**config.mk**
```make
export PLATFORM = sky130hd
export DESIGN_NAME = jtkicker_mainio
export DESIGN_NICKNAME = d
export VERILOG_FILES = /design/src/rtl/jtkicker_mainio.sv
export SDC_FILE = /design/constraint.sdc
export NUM_CORES = 1
export LEC_CHECK = 0
export ABC_AREA = 1
export ABC_CLOCK_PERIOD_IN_PS = 1900
export BUFFER_PORTS_ARGS = -buffer_cell sky130_fd_sc_hd__buf_2
export CORE_ASPECT_RATIO = 0.9
export CORE_MARGIN = 5
export CORE_UTILIZATION = 52
export CTS_CLUSTER_DIAMETER = 120
export DETAILED_ROUTE_END_ITERATION = 16
export GPL_TIMING_DRIVEN = 0
export PLACE_DENSITY = 0.85
export SYNTH_ARGS = -nofsm -noshare
export SYNTH_HDL_FRONTEND = slang
export SYNTH_SLANG_ARGS = --single-unit
export TNS_END_PERCENT = 10
```
**constraint.sdc**
```tcl
create_clock -name clk -period 1.9 [get_ports clk]
set_clock_uncertainty 0.15 [all_clocks]
set_input_delay 0 -clock clk [delete_from_list [all_inputs] [get_ports clk]]
set_output_delay 0 -clock clk [all_outputs]
set_load 0.02 [all_outputs]
```
**src/rtl/jtkicker_mainio.sv**
```systemverilog
// Main-CPU I/O block for Konami 6809 boards: addressable control latch, VBLANK IRQ,
// V16-divided NMI, frame watchdog and main-to-sound data latch.
module jtkicker_mainio #(
    parameter int LATCH_AW    = 3,
    parameter int IRQ_BIT     = 1,
    parameter int NMI_BIT     = 2,
    parameter int NMI_DIV     = 1,
    parameter int WDOG_FRAMES = 16,
    parameter int RST_LEN     = 16
) (
    input  logic                     clk,
    input  logic                     rstn,
    input  logic                     cpu_cen,
    input  logic                     cpu_wr,
    input  logic [LATCH_AW-1:0]      cpu_addr,
    input  logic [7:0]               cpu_dout,
    input  logic                     lat_cs,
    input  logic                     wdog_cs,
    input  logic                     snd_cs,
    input  logic                     snd_rd,
    input  logic                     LVBL,
    input  logic                     V16,
    output logic [2**LATCH_AW-1:0]   lat_q,
    output logic                     irq_n,
    output logic                     nmi_n,
    output logic [7:0]               snd_latch,
    output logic                     snd_pend,
    output logic                     wdog_rst
);
    localparam int LATCH_N = 2**LATCH_AW;
    localparam int WW      = (WDOG_FRAMES > 1) ? $clog2(WDOG_FRAMES) : 1;
    localparam int RW      = (RST_LEN > 1) ? $clog2(RST_LEN) : 1;
    localparam int WLAST   = (WDOG_FRAMES > 0) ? WDOG_FRAMES - 1 : 0;
    localparam int RLAST   = (RST_LEN > 0) ? RST_LEN - 1 : 0;

    logic               lat_we, wdog_kick, snd_we;
    logic               lvbl_l, v16_l, vb_edge, v16_edge;
    logic               irq_pend, nmi_pend;
    logic [3:0]         nmi_cnt;
    logic [WW-1:0]      wd_cnt;
    logic [RW-1:0]      rst_cnt;
    logic [LATCH_N-1:0] lat_nx;

    assign lat_we    = cpu_cen & cpu_wr & lat_cs;
    assign wdog_kick = cpu_cen & cpu_wr & wdog_cs;
    assign snd_we    = cpu_cen & cpu_wr & snd_cs;
    assign vb_edge   = lvbl_l & ~LVBL;
    assign v16_edge  = ~v16_l & V16;

    // Enables are judged on the post-write latch value so a same-cycle clear wins
    always_comb begin
        lat_nx = lat_q;
        if (lat_we) lat_nx[cpu_addr] = cpu_dout[0];
    end

    always_ff @(posedge clk) begin
        if (!rstn) begin
            lat_q     <= '0;
            lvbl_l    <= 1'b1;
            v16_l     <= 1'b0;
            irq_pend  <= 1'b0;
            irq_n     <= 1'b1;
            nmi_pend  <= 1'b0;
            nmi_n     <= 1'b1;
            nmi_cnt   <= '0;
            wd_cnt    <= '0;
            rst_cnt   <= '0;
            wdog_rst  <= 1'b0;
            snd_latch <= '0;
            snd_pend  <= 1'b0;
        end else begin
            lat_q  <= lat_nx;
            lvbl_l <= LVBL;
            v16_l  <= V16;

            irq_pend <= lat_nx[IRQ_BIT] & (irq_pend | (vb_edge & lat_q[IRQ_BIT]));
            irq_n    <= ~irq_pend;

            if (!lat_nx[NMI_BIT]) begin
                nmi_cnt  <= '0;
                nmi_pend <= 1'b0;
            end else if (v16_edge && lat_q[NMI_BIT]) begin
                if (nmi_cnt == 4'(NMI_DIV - 1)) begin
                    nmi_cnt  <= '0;
                    nmi_pend <= 1'b1;
                end else begin
                    nmi_cnt <= nmi_cnt + 4'd1;
                end
            end
            nmi_n <= ~nmi_pend;

            // Frame counting is frozen while the reset pulse is out
            if (WDOG_FRAMES == 0) begin
                wd_cnt   <= '0;
                rst_cnt  <= '0;
                wdog_rst <= 1'b0;
            end else if (wdog_rst) begin
                if (rst_cnt == '0) wdog_rst <= 1'b0;
                else               rst_cnt  <= rst_cnt - RW'(1);
            end else if (wdog_kick) begin
                wd_cnt <= '0;
            end else if (vb_edge) begin
                if (wd_cnt == WW'(WLAST)) begin
                    wd_cnt   <= '0;
                    rst_cnt  <= RW'(RLAST);
                    wdog_rst <= 1'b1;
                end else begin
                    wd_cnt <= wd_cnt + WW'(1);
                end
            end

            if (snd_we) begin
                snd_latch <= cpu_dout;
                snd_pend  <= 1'b1;
            end else if (snd_rd) begin
                snd_pend <= 1'b0;
            end
        end
    end
endmodule

```
==> results.py, run 1 <==
metrics = {
    "run_status": {
        "status": "completed",
    },
    "clocking": {
        "post_cts_buffers": 0,
        "clk_pin_slew_ns": 0.12,
        "insertion_delay_ns": 0.35,
        "root_buffer": "clkbuf_4",
        "clockBufferDepth": 2,
        "hold_buffers": 24,
        "htreeDepth": 2,
        "cts_resized": 0,
        "tritoncts": "yes",
        "numCtsBuffers": 5,
        "cts_sinks": 36,
    },
    "logic_synthesis": {
        "syn_area_per_cell_um2": 6.98,
        "yosysSeqAreaShare": 0.437,
        "syn_inst": 236,
        "syn_nets": 262,
        "synth_area_um2": 1650,
        "ys_seq_elements": 36,
        "ys_types": 19,
        "synth_warnings": 0,
    },
    "placed_design": {
        "io_buffers": 39,
        "place_ws_ns": 0.374,
        "gp_congestion": 0.785,
        "hpwl_mm": 2.55,
        "place_inst": 317,
    },
    "floorplanning": {
        "die-width_um": 69.3,
        "pin_count": 41,
        "die_y_um": 63.4,
        "start_util": 0.542,
        "rows": 19,
        "core-area_um2": 3040,
        "die_area_um2": 4400,
    },
    "worst_hold_path": {
        "holdCritStartpoint": "snd_cs",
        "worst_hold_path.endpoint": "snd_latch[5]",
        "hold_path_depth": 4,
        "hold_path.class": "in2reg",
    },
    "worst_setup_path": {
        "crit_fanout": 8,
        "end_kind": "flop",
        "reg2reg_depth": 7,
        "arrival_ns": 1.93,
        "critPathSlowestCell": "dlygate4sd3_1",
        "reg2reg_from": "wd_cnt[0]",
        "path_cells": "dlygate4sd3_1, buf_2, nand3_4, dlygate4sd3_1, nor2_4, nand2_1, nand2_1, nand3_1, nor2_1",
        "crit_buf_inv": 3,
        "critPathLaunchType": "primary input",
        "critPathKind": "in2reg",
        "required_ns": 2.04,
        "worstReg2RegEnd": "rst_cnt[2]",
        "slowest_delay_ns": 0.61,
        "critical_path.top_delay_family": "buffers and inverters",
        "r2r_slack_ns": 0.25,
    },
    "detailed_routing": {
        "drtPass1Iterations": 5,
        "viasPerCell": 4.92,
        "wl_per_cell_um": 11.9,
        "vias": 1717,
        "wl_mm": 4.14,
        "drc": 0,
        "detail-route-antenna-nets": 0,
        "drt_iter0_drc": 166,
    },
    "cells_and_area": {
        "diodes": 0,
        "drive_gt1_frac": 0.179,
        "instances_no_fill": 349,
        "final_nets": 332,
        "final_util": 0.727,
        "syn2layout_area_growth_pct": 34.2,
    },
    "power_and_ir_drop": {
        "powerDensity_nw_per_um2": 678,
        "ir_drop_uv": 508,
        "leakagePower_uw": 0.00106,
        "total_power_uw": 1500,
    },
    "timing": {
        "worst_slew_pin_slew_ns": 0.471,
        "slew_violations": 0,
        "setup_slack_ns": 0.108,
        "tns_ns": 0,
        "rsz0062_at_grt": "false",
        "slew_headroom": 0.685,
        "fin_crit_sh": 0.943,
        "max_freq_mhz": 558,
        "period_minus_slack_ns": 1.79,
        "finalSetupViolations": 0,
        "finalHoldViolations": 0,
    },
    "run": {
        "cap_violations": 0,
    },
    "global_routing": {
        "grt-ovfl-total": 0,
        "grt.busiest_layer": "met2",
        "grtUsageTotal": 0.195,
        "grt_util_met1": 0.211,
        "antenna_found_initial": 0,
        "grtUsageMet3": 0.0493,
        "grt_pass1_vias": 1652,
        "grt_pass1_wl_mm": 7.07,
        "grt_max_degree": 12,
        "met2_usage": 0.362,
    },
}
power breakdown:
group,total (uW),internal [uW],switching [uW]
clock,541,276,266
combinational,175,77.5,97.3
sequential,783,773,10.2
metal layers:
layer  wire (um)  vias up
met3         169       10
met2        2140       47
met4          81        0
met5           0        -
met1        1760      784
li1            -      876
state kept, by name, indices dropped and copies added (netlist names), 4 cells and up:
| register | count |
|---|---|
| lat_q | 8 |
| nmi_cnt | 4 |
| rst_cnt | 4 |
| snd_latch | 8 |
| wd_cnt | 4 |
stage by stage:
stage	cell area (um2)	hold WS, ns
after floorplan	1650	-0.0565
after global placement	1900	0.0506
after detailed placement	1900	0.0568
after CTS	2210	0.0236
after global routing	2210	0.0846
final	2210	0.0466
cells in the mapped netlist:
cell type  instances  area (um2)
nand2_1           53         199
inv_1             42         158
dfxtp_1           36         721
nand3_1           27         135
nor2_1            23        86.3
a21oi_1           19        95.1
o21ai_0           13        65.1
ha_1               5        62.6
clkbuf_1           3        11.3
nand2_2            3        18.8
nor3_1             3        15.0
nor2_4             2        22.5
buf_2              1        5.00
clkinv_1           1        3.75
nand3_2            1        10.0
nand3_4            1        17.5
nor2_2             1        6.26
o21bai_1           1        7.51
xor2_1             1        8.76
layout make-up:
| cell class | count | area [um2] |
|---|---|---|
| well taps | 42 | 52.6 |
| clock buffers | 6 | 41.3 |
| flip-flops and latches | 36 | 721 |
| plain buffers | 4 | 16.3 |
| clock inverters | 2 | 35.0 |
| multi-input cells | 153 | 749 |
| repair buffers | 63 | 435 |
| inverters | 43 | 161 |
| fillers | 253 | 831 |
worst register-to-register path: cells and delay by family, from the launching register on:
| kind | cells | cell delay, ns |
|---|---|---|
| flip-flops | 1 | 0.41 |
| adder cells (fa/ha/maj) | 1 | 0.20 |
| AND/OR/NAND/NOR | 6 | 0.84 |
cell families after synthesis:
family,synth area share
buffers and inverters,0.108
AOI/OAI and AO/OA,0.102
adders and majority gates,0.0380
and+or+nand+nor,0.310
xor gates and xnor gates,0.00532
DFF,0.437
cell usage in the layout (no fill, tap or decap), drive strengths merged:
cell type     n
nor3          3
dlygate4sd3  24
o21ai        13
clkinv        2
xor2          1
inv          42
o21bai        1
buf          40
ha            5
nand3        29
nand2        56
bufinv        1
nor2         26
clkbuf        9
dfxtp        36
a21oi        19
worst max-delay path by stage:
stage	slack [ns]	depth (start not counted)	end	start
floorplan	0.59	7	rst_cnt[2]	wd_cnt[0]
global placement	0.43	7	rst_cnt[2]	wd_cnt[0]
detailed placement	0.37	7	rst_cnt[2]	wd_cnt[0]
CTS	0.20	9	irq_pend	cpu_cen
global route	0.02	9	irq_pend	cpu_cen
finish	0.11	9	irq_pend	cpu_cen
Power figures use the tool's default switching activity.
==> run 2, diff against run 1 <==
--- a/config.mk
+++ b/config.mk
@@ -10,11 +10,11 @@
 export BUFFER_PORTS_ARGS = -buffer_cell sky130_fd_sc_hd__buf_2
 export CORE_ASPECT_RATIO = 0.9
 export CORE_MARGIN = 5
-export CORE_UTILIZATION = 52
+export CORE_UTILIZATION = 40
 export CTS_CLUSTER_DIAMETER = 120
 export DETAILED_ROUTE_END_ITERATION = 16
 export GPL_TIMING_DRIVEN = 0
-export PLACE_DENSITY = 0.85
+export PLACE_DENSITY = 0.7
 export SYNTH_ARGS = -nofsm -noshare
 export SYNTH_HDL_FRONTEND = slang
 export SYNTH_SLANG_ARGS = --single-unit
==> run 2 against run 1 <==
Effect of this change:
- setup slack lost 0.049 ns
- final cell count grew 1.7%
- wire length shrank 6.4%
- flip-flop and latch count is the same
- first-iteration DRC count shrank 45%
- non-clock buffer count is the same
- core utilization shrank 16 points
==> results.py, run 2 (synthesis gave the netlist of run 1 again) <==
metrics = {
    "floorplanning": {
        "die_y_um": 70.9,
        "die-width_um": 77.7,
        "core-area_um2": 4020,
        "rows": 22,
        "pin_count": 41,
        "start_util": 0.410,
        "die_area_um2": 5500,
    },
    "detailed_routing": {
        "detail-route-antenna-nets": 0,
        "drc": 0,
        "top_layer_used": "met4",
        "wl_met2_mm": 1.92,
        "wl_per_cell_um": 10.9,
        "wl_met3_um": 172,
        "drt_iter0_drc": 92,
        "vias": 1636,
        "m1WireLength_mm": 1.71,
        "drtPass1Iterations": 4,
        "wl_mm": 3.88,
        "viasPerCell": 4.61,
    },
    "worst_setup_path": {
        "required_ns": 1.93,
        "critPathLaunchType": "primary input",
        "critPathKind": "in2reg",
        "crit_fanout": 10,
        "arrival_ns": 1.87,
        "end_kind": "flop",
    },
    "timing": {
        "period_minus_slack_ns": 1.84,
        "finalHoldViolations": 0,
        "whs_ns": 0.128,
        "slew_headroom": 0.706,
        "finalSetupViolations": 0,
        "rsz0062_at_grt": "true",
        "worst_slew_pin_slew_ns": 0.441,
        "slew_violations": 0,
        "setup_slack_ns": 0.0583,
        "max_freq_mhz": 543,
        "fin_crit_sh": 0.969,
    },
    "placed_design": {
        "hpwl_mm": 2.55,
        "gp_congestion": 0.805,
        "place_area_um2": 1900,
        "io_buffers": 39,
        "place_ws_ns": 0.409,
    },
    "clocking": {
        "clk_pin_slew_ns": 0.08,
        "insertion_delay_ns": 0.29,
        "tritoncts": "yes",
        "cts_sinks": 36,
        "clockBufferDepth": 2,
        "numCtsBuffers": 5,
        "root_buffer": "clkbuf_8",
        "htreeDepth": 2,
    },
    "run": {
        "cap_violations": 0,
    },
    "cells_and_area": {
        "ff_latch_area_um2": 721,
        "drive_gt1_frac": 0.186,
        "top_regs": "lat_q x8, snd_latch x8",
        "mostFrequentLayoutCell": "nand2_1",
        "multi_input_comb_area_um2": 749,
        "diodes": 0,
        "fillCellCount": 375,
        "syn2layout_area_growth_pct": 37.1,
        "layout_common_cells": "53 x nand2_1, 42 x inv_1, 38 x buf_2, 36 x dfxtp_1, 27 x nand3_1",
        "final_nets": 332,
        "design_area_um2": 2260,
    },
    "power_and_ir_drop": {
        "ir_drop_uv": 477,
        "leakagePower_uw": 0.00107,
        "total_power_uw": 1630,
        "powerDensity_nw_per_um2": 722,
    },
    "run_status": {
        "status": "completed",
    },
    "global_routing": {
        "antenna_found_initial": 0,
        "grt_pass1_wl_mm": 6.86,
        "grt_pass1_vias": 1577,
        "grt-ovfl-total": 0,
        "grt_max_degree": 13,
        "grtUsageTotal": 0.155,
    },
    "worst_hold_path": {
        "hold_path.class": "in2reg",
    },
}
## run 2: worst max-delay path: stages
cell           delay, ns
dlygate4sd3_1       0.54
buf_4               0.16
nand3_1             0.25
buf_2               0.28
a21oi_1             0.09
dlygate4sd3_1       0.56
## run 2: worst paths after layout
kind	cells past startpoint	slack, ns	to	startpoint
hold / removal	4	0.13	snd_latch[1]	snd_cs
setup / recovery	6	0.06	snd_pend	cpu_cen
setup reg to reg	7	0.38	rst_cnt[2]	wd_cnt[0]
hold reg to reg	1	0.24	nmi_n	nmi_pend
## run 2: per-stage QoR
stage | TNS, ns | cells | utilization
finish | 0 | 355 | 0.562
global route | -0.000189 | 355 | 0.562
CTS | 0 | 354 | 0.559
detailed placement | 0 | 323 | 0.474
global placement | 0 | 323 | 0.474
floorplan | 0 | 236 | -
## run 2: per-layer routing
metal,track usage,vias to the layer above
met5,0,-
met4,0.0668,0
met3,0.0522,7
met2,0.255,30
met1,0.183,728
li1,-,871
## run 2: repair_timing
item	4_1_cts	5_1_grt
endpoints found under the hold margin	27	0
gates resized for setup	0	3
hold buffers	23	0
endpoints found under the setup margin	0	2
setup buffers	0	1
## run 2: cell type report
type	instances	area share
clock inverters	3	0.0188
multi-input cells	153	0.332
clock buffers	5	0.0305
well taps	48	0.0266
inverters	43	0.0714
flip-flops and latches	36	0.319
repair buffers	63	0.195
plain buffers	4	0.00720
## run 2: where the power goes
group	total (uW)	switching (uW)	internal, uW
clock	677	288	388
combinational	173	94.4	78.6
sequential	783	9.82	773
==> run 3, diff against run 2 <==
==> constraint.sdc (replaced) <==
create_clock -name clk -period 1.9 [get_ports clk]
set_clock_uncertainty 0.15 [all_clocks]
set_input_delay 0.475 -clock clk [delete_from_list [all_inputs] [get_ports clk]]
set_output_delay 0.475 -clock clk [all_outputs]
set_load 0.02 [all_outputs]
==> run 3 against run 2 <==
Effect of this change:
- clock-buffer cell count did not move
- wire length fell by 14%
- first-iteration DRC count fell by 29%
- non-clock buffer count fell by 24
- setup slack improved by 0.30 ns
- final cell count fell by 6.8%
- critical path type is now reg2out
- largest cell class unchanged
- highest routed layer unchanged
==> results.py, run 3 (synthesis gave the netlist of run 1 again) <==
metrics = {
    "detailed_routing": {
        "detail-route-antenna-nets": 0,
        "drtPass1Iterations": 4,
        "wl_met3_um": 153,
        "drt_iter0_drc": 65,
        "m1WireLength_mm": 1.54,
        "drc": 0,
        "top_layer_used": "met4",
        "viasPerCell": 4.56,
        "vias": 1509,
        "wl_met2_mm": 1.59,
        "wl_per_cell_um": 10.1,
        "wl_mm": 3.34,
    },
    "clocking": {
        "post_cts_buffers": 0,
        "numCtsBuffers": 5,
        "root_buffer": "clkbuf_8",
        "hold_buffers": 0,
        "insertion_delay_ns": 0.29,
        "htreeDepth": 2,
        "cts_resized": 0,
        "cts_sinks": 36,
        "tritoncts": "yes",
        "clockBufferDepth": 2,
        "clk_pin_slew_ns": 0.08,
    },
    "placed_design": {
        "io_buffers": 39,
        "place_inst": 323,
        "place_ws_ns": 0.348,
        "hpwl_mm": 2.55,
        "place_area_um2": 1900,
        "gp_congestion": 0.805,
    },
    "timing": {
        "slew_violations": 0,
        "period_minus_slack_ns": 1.54,
        "worst_slew_pin_slew_ns": 0.442,
        "rsz0062_at_grt": "false",
        "fin_crit_sh": 0.812,
        "tns_ns": 0,
        "finalHoldViolations": 0,
        "setup_slack_ns": 0.358,
        "finalSetupViolations": 0,
        "slew_headroom": 0.705,
        "max_freq_mhz": 648,
    },
    "global_routing": {
        "grt_pass1_vias": 1424,
        "grt_pass1_wl_mm": 6.05,
        "grt-ovfl-total": 0,
        "grt_max_degree": 13,
        "antenna_found_initial": 0,
        "grtUsageTotal": 0.136,
    },
    "worst_setup_path": {
        "crit_buf_inv": 1,
        "cp.depth": 1,
        "critPathLaunch": "wdog_rst",
        "slowest_delay_ns": 0.42,
        "critical_path.top_delay_family": "flip-flops",
        "reg2reg_from": "wd_cnt[0]",
        "critPathSlowestCell": "dfxtp_1",
        "path_cells": "buf_2",
        "r2r_slack_ns": 0.39,
        "worstReg2RegEnd": "rst_cnt[2]",
        "critPathKind": "reg2out",
        "required_ns": 1.27,
        "arrival_ns": 0.92,
        "end_kind": "output pin",
        "crit_fanout": 6,
        "reg2reg_depth": 7,
        "crit_end": "wdog_rst",
        "critPathLaunchType": "flop",
    },
    "cells_and_area": {
        "drive_gt1_frac": 0.198,
        "mostFrequentLayoutCell": "nand2_1",
        "fillCellCount": 424,
        "design_area_um2": 2010,
        "syn2layout_area_growth_pct": 22.2,
        "final_nets": 308,
        "top_regs": "lat_q x8, snd_latch x8",
        "instances_no_fill": 331,
        "layout_common_cells": "53 x nand2_1, 42 x inv_1, 40 x buf_2, 36 x dfxtp_1, 27 x nand3_1",
        "diodes": 0,
    },
    "floorplanning": {
        "die_y_um": 70.9,
        "die_area_um2": 5500,
        "core-area_um2": 4020,
        "pin_count": 41,
        "start_util": 0.410,
        "rows": 22,
        "die-width_um": 77.7,
    },
    "worst_hold_path": {
        "hold_path.class": "in2reg",
        "holdCritStartpoint": "V16",
    },
    "run": {
        "cap_violations": 0,
    },
    "run_status": {
        "status": "completed",
    },
    "power_and_ir_drop": {
        "powerDensity_nw_per_um2": 785,
        "ir_drop_uv": 487,
        "leakagePower_uw": 0.000963,
    },
}
-- run 3: changes by cell type in the layout (fill, tap and decap cells not counted) --
| cell | before | now |
|---|---|---|
| dlygate4sd3_1 | 22 | 0 |
| buf_4 | 3 | 0 |
| buf_2 | 38 | 40 |
| dlymetal6s4s_1 | 1 | 0 |
-- run 3: final cells by class --
class	count	area [um2]	share of cell area
clock inverters	3	42.5	0.0211
plain buffers	4	16.3	0.00807
repair buffers	39	195	0.0969
multi-input cells	153	749	0.372
inverters	43	161	0.0801
clock buffers	5	68.8	0.0342
well taps	48	60.1	0.0298
flip-flops and latches	36	721	0.358
-- run 3: through the flow --
step	util	hold slack, ns	total power (uW)
floorplan	-	0.208	879
global placement	0.474	0.219	930
detailed placement	0.474	0.225	932
CTS	0.501	0.218	1610
global route	0.501	0.242	1660
finish	0.501	0.228	1580
-- run 3: layer usage --
layer,vias to the layer above,global-route usage
met4,0,0.0592
met5,-,0
li1,826,-
met1,654,0.165
met2,24,0.214
met3,5,0.0522
-- run 3: how the worst min path moves through the flow --
| stage | to | slack [ns] | depth (start not counted) |
|---|---|---|---|
| 5_1_grt | lvbl_l | 0.24 | 3 |
| 6_report | v16_l | 0.23 | 3 |
| 3_3_place_gp | nmi_n | 0.22 | 1 |
| 3_5_place_dp | nmi_n | 0.22 | 1 |
| 4_1_cts | v16_l | 0.22 | 3 |
| 2_1_floorplan | nmi_n | 0.21 | 1 |
-- run 3: power breakdown --
group | switching, uW | internal (uW) | total [uW]
logic | 84.3 | 46.9 | 131
registers | 9.25 | 773 | 782
clock network | 280 | 388 | 668
total | 373 | 1210 | 1580
-- run 3: worst register-to-register path: stages (launching register included) --
cell	delay, ns
dfxtp_1	0.37
ha_1	0.18
nand2_1	0.06
nor2_1	0.20
nand3_1	0.20
nand2_1	0.13
nand3_1	0.07
nand2_1	0.09
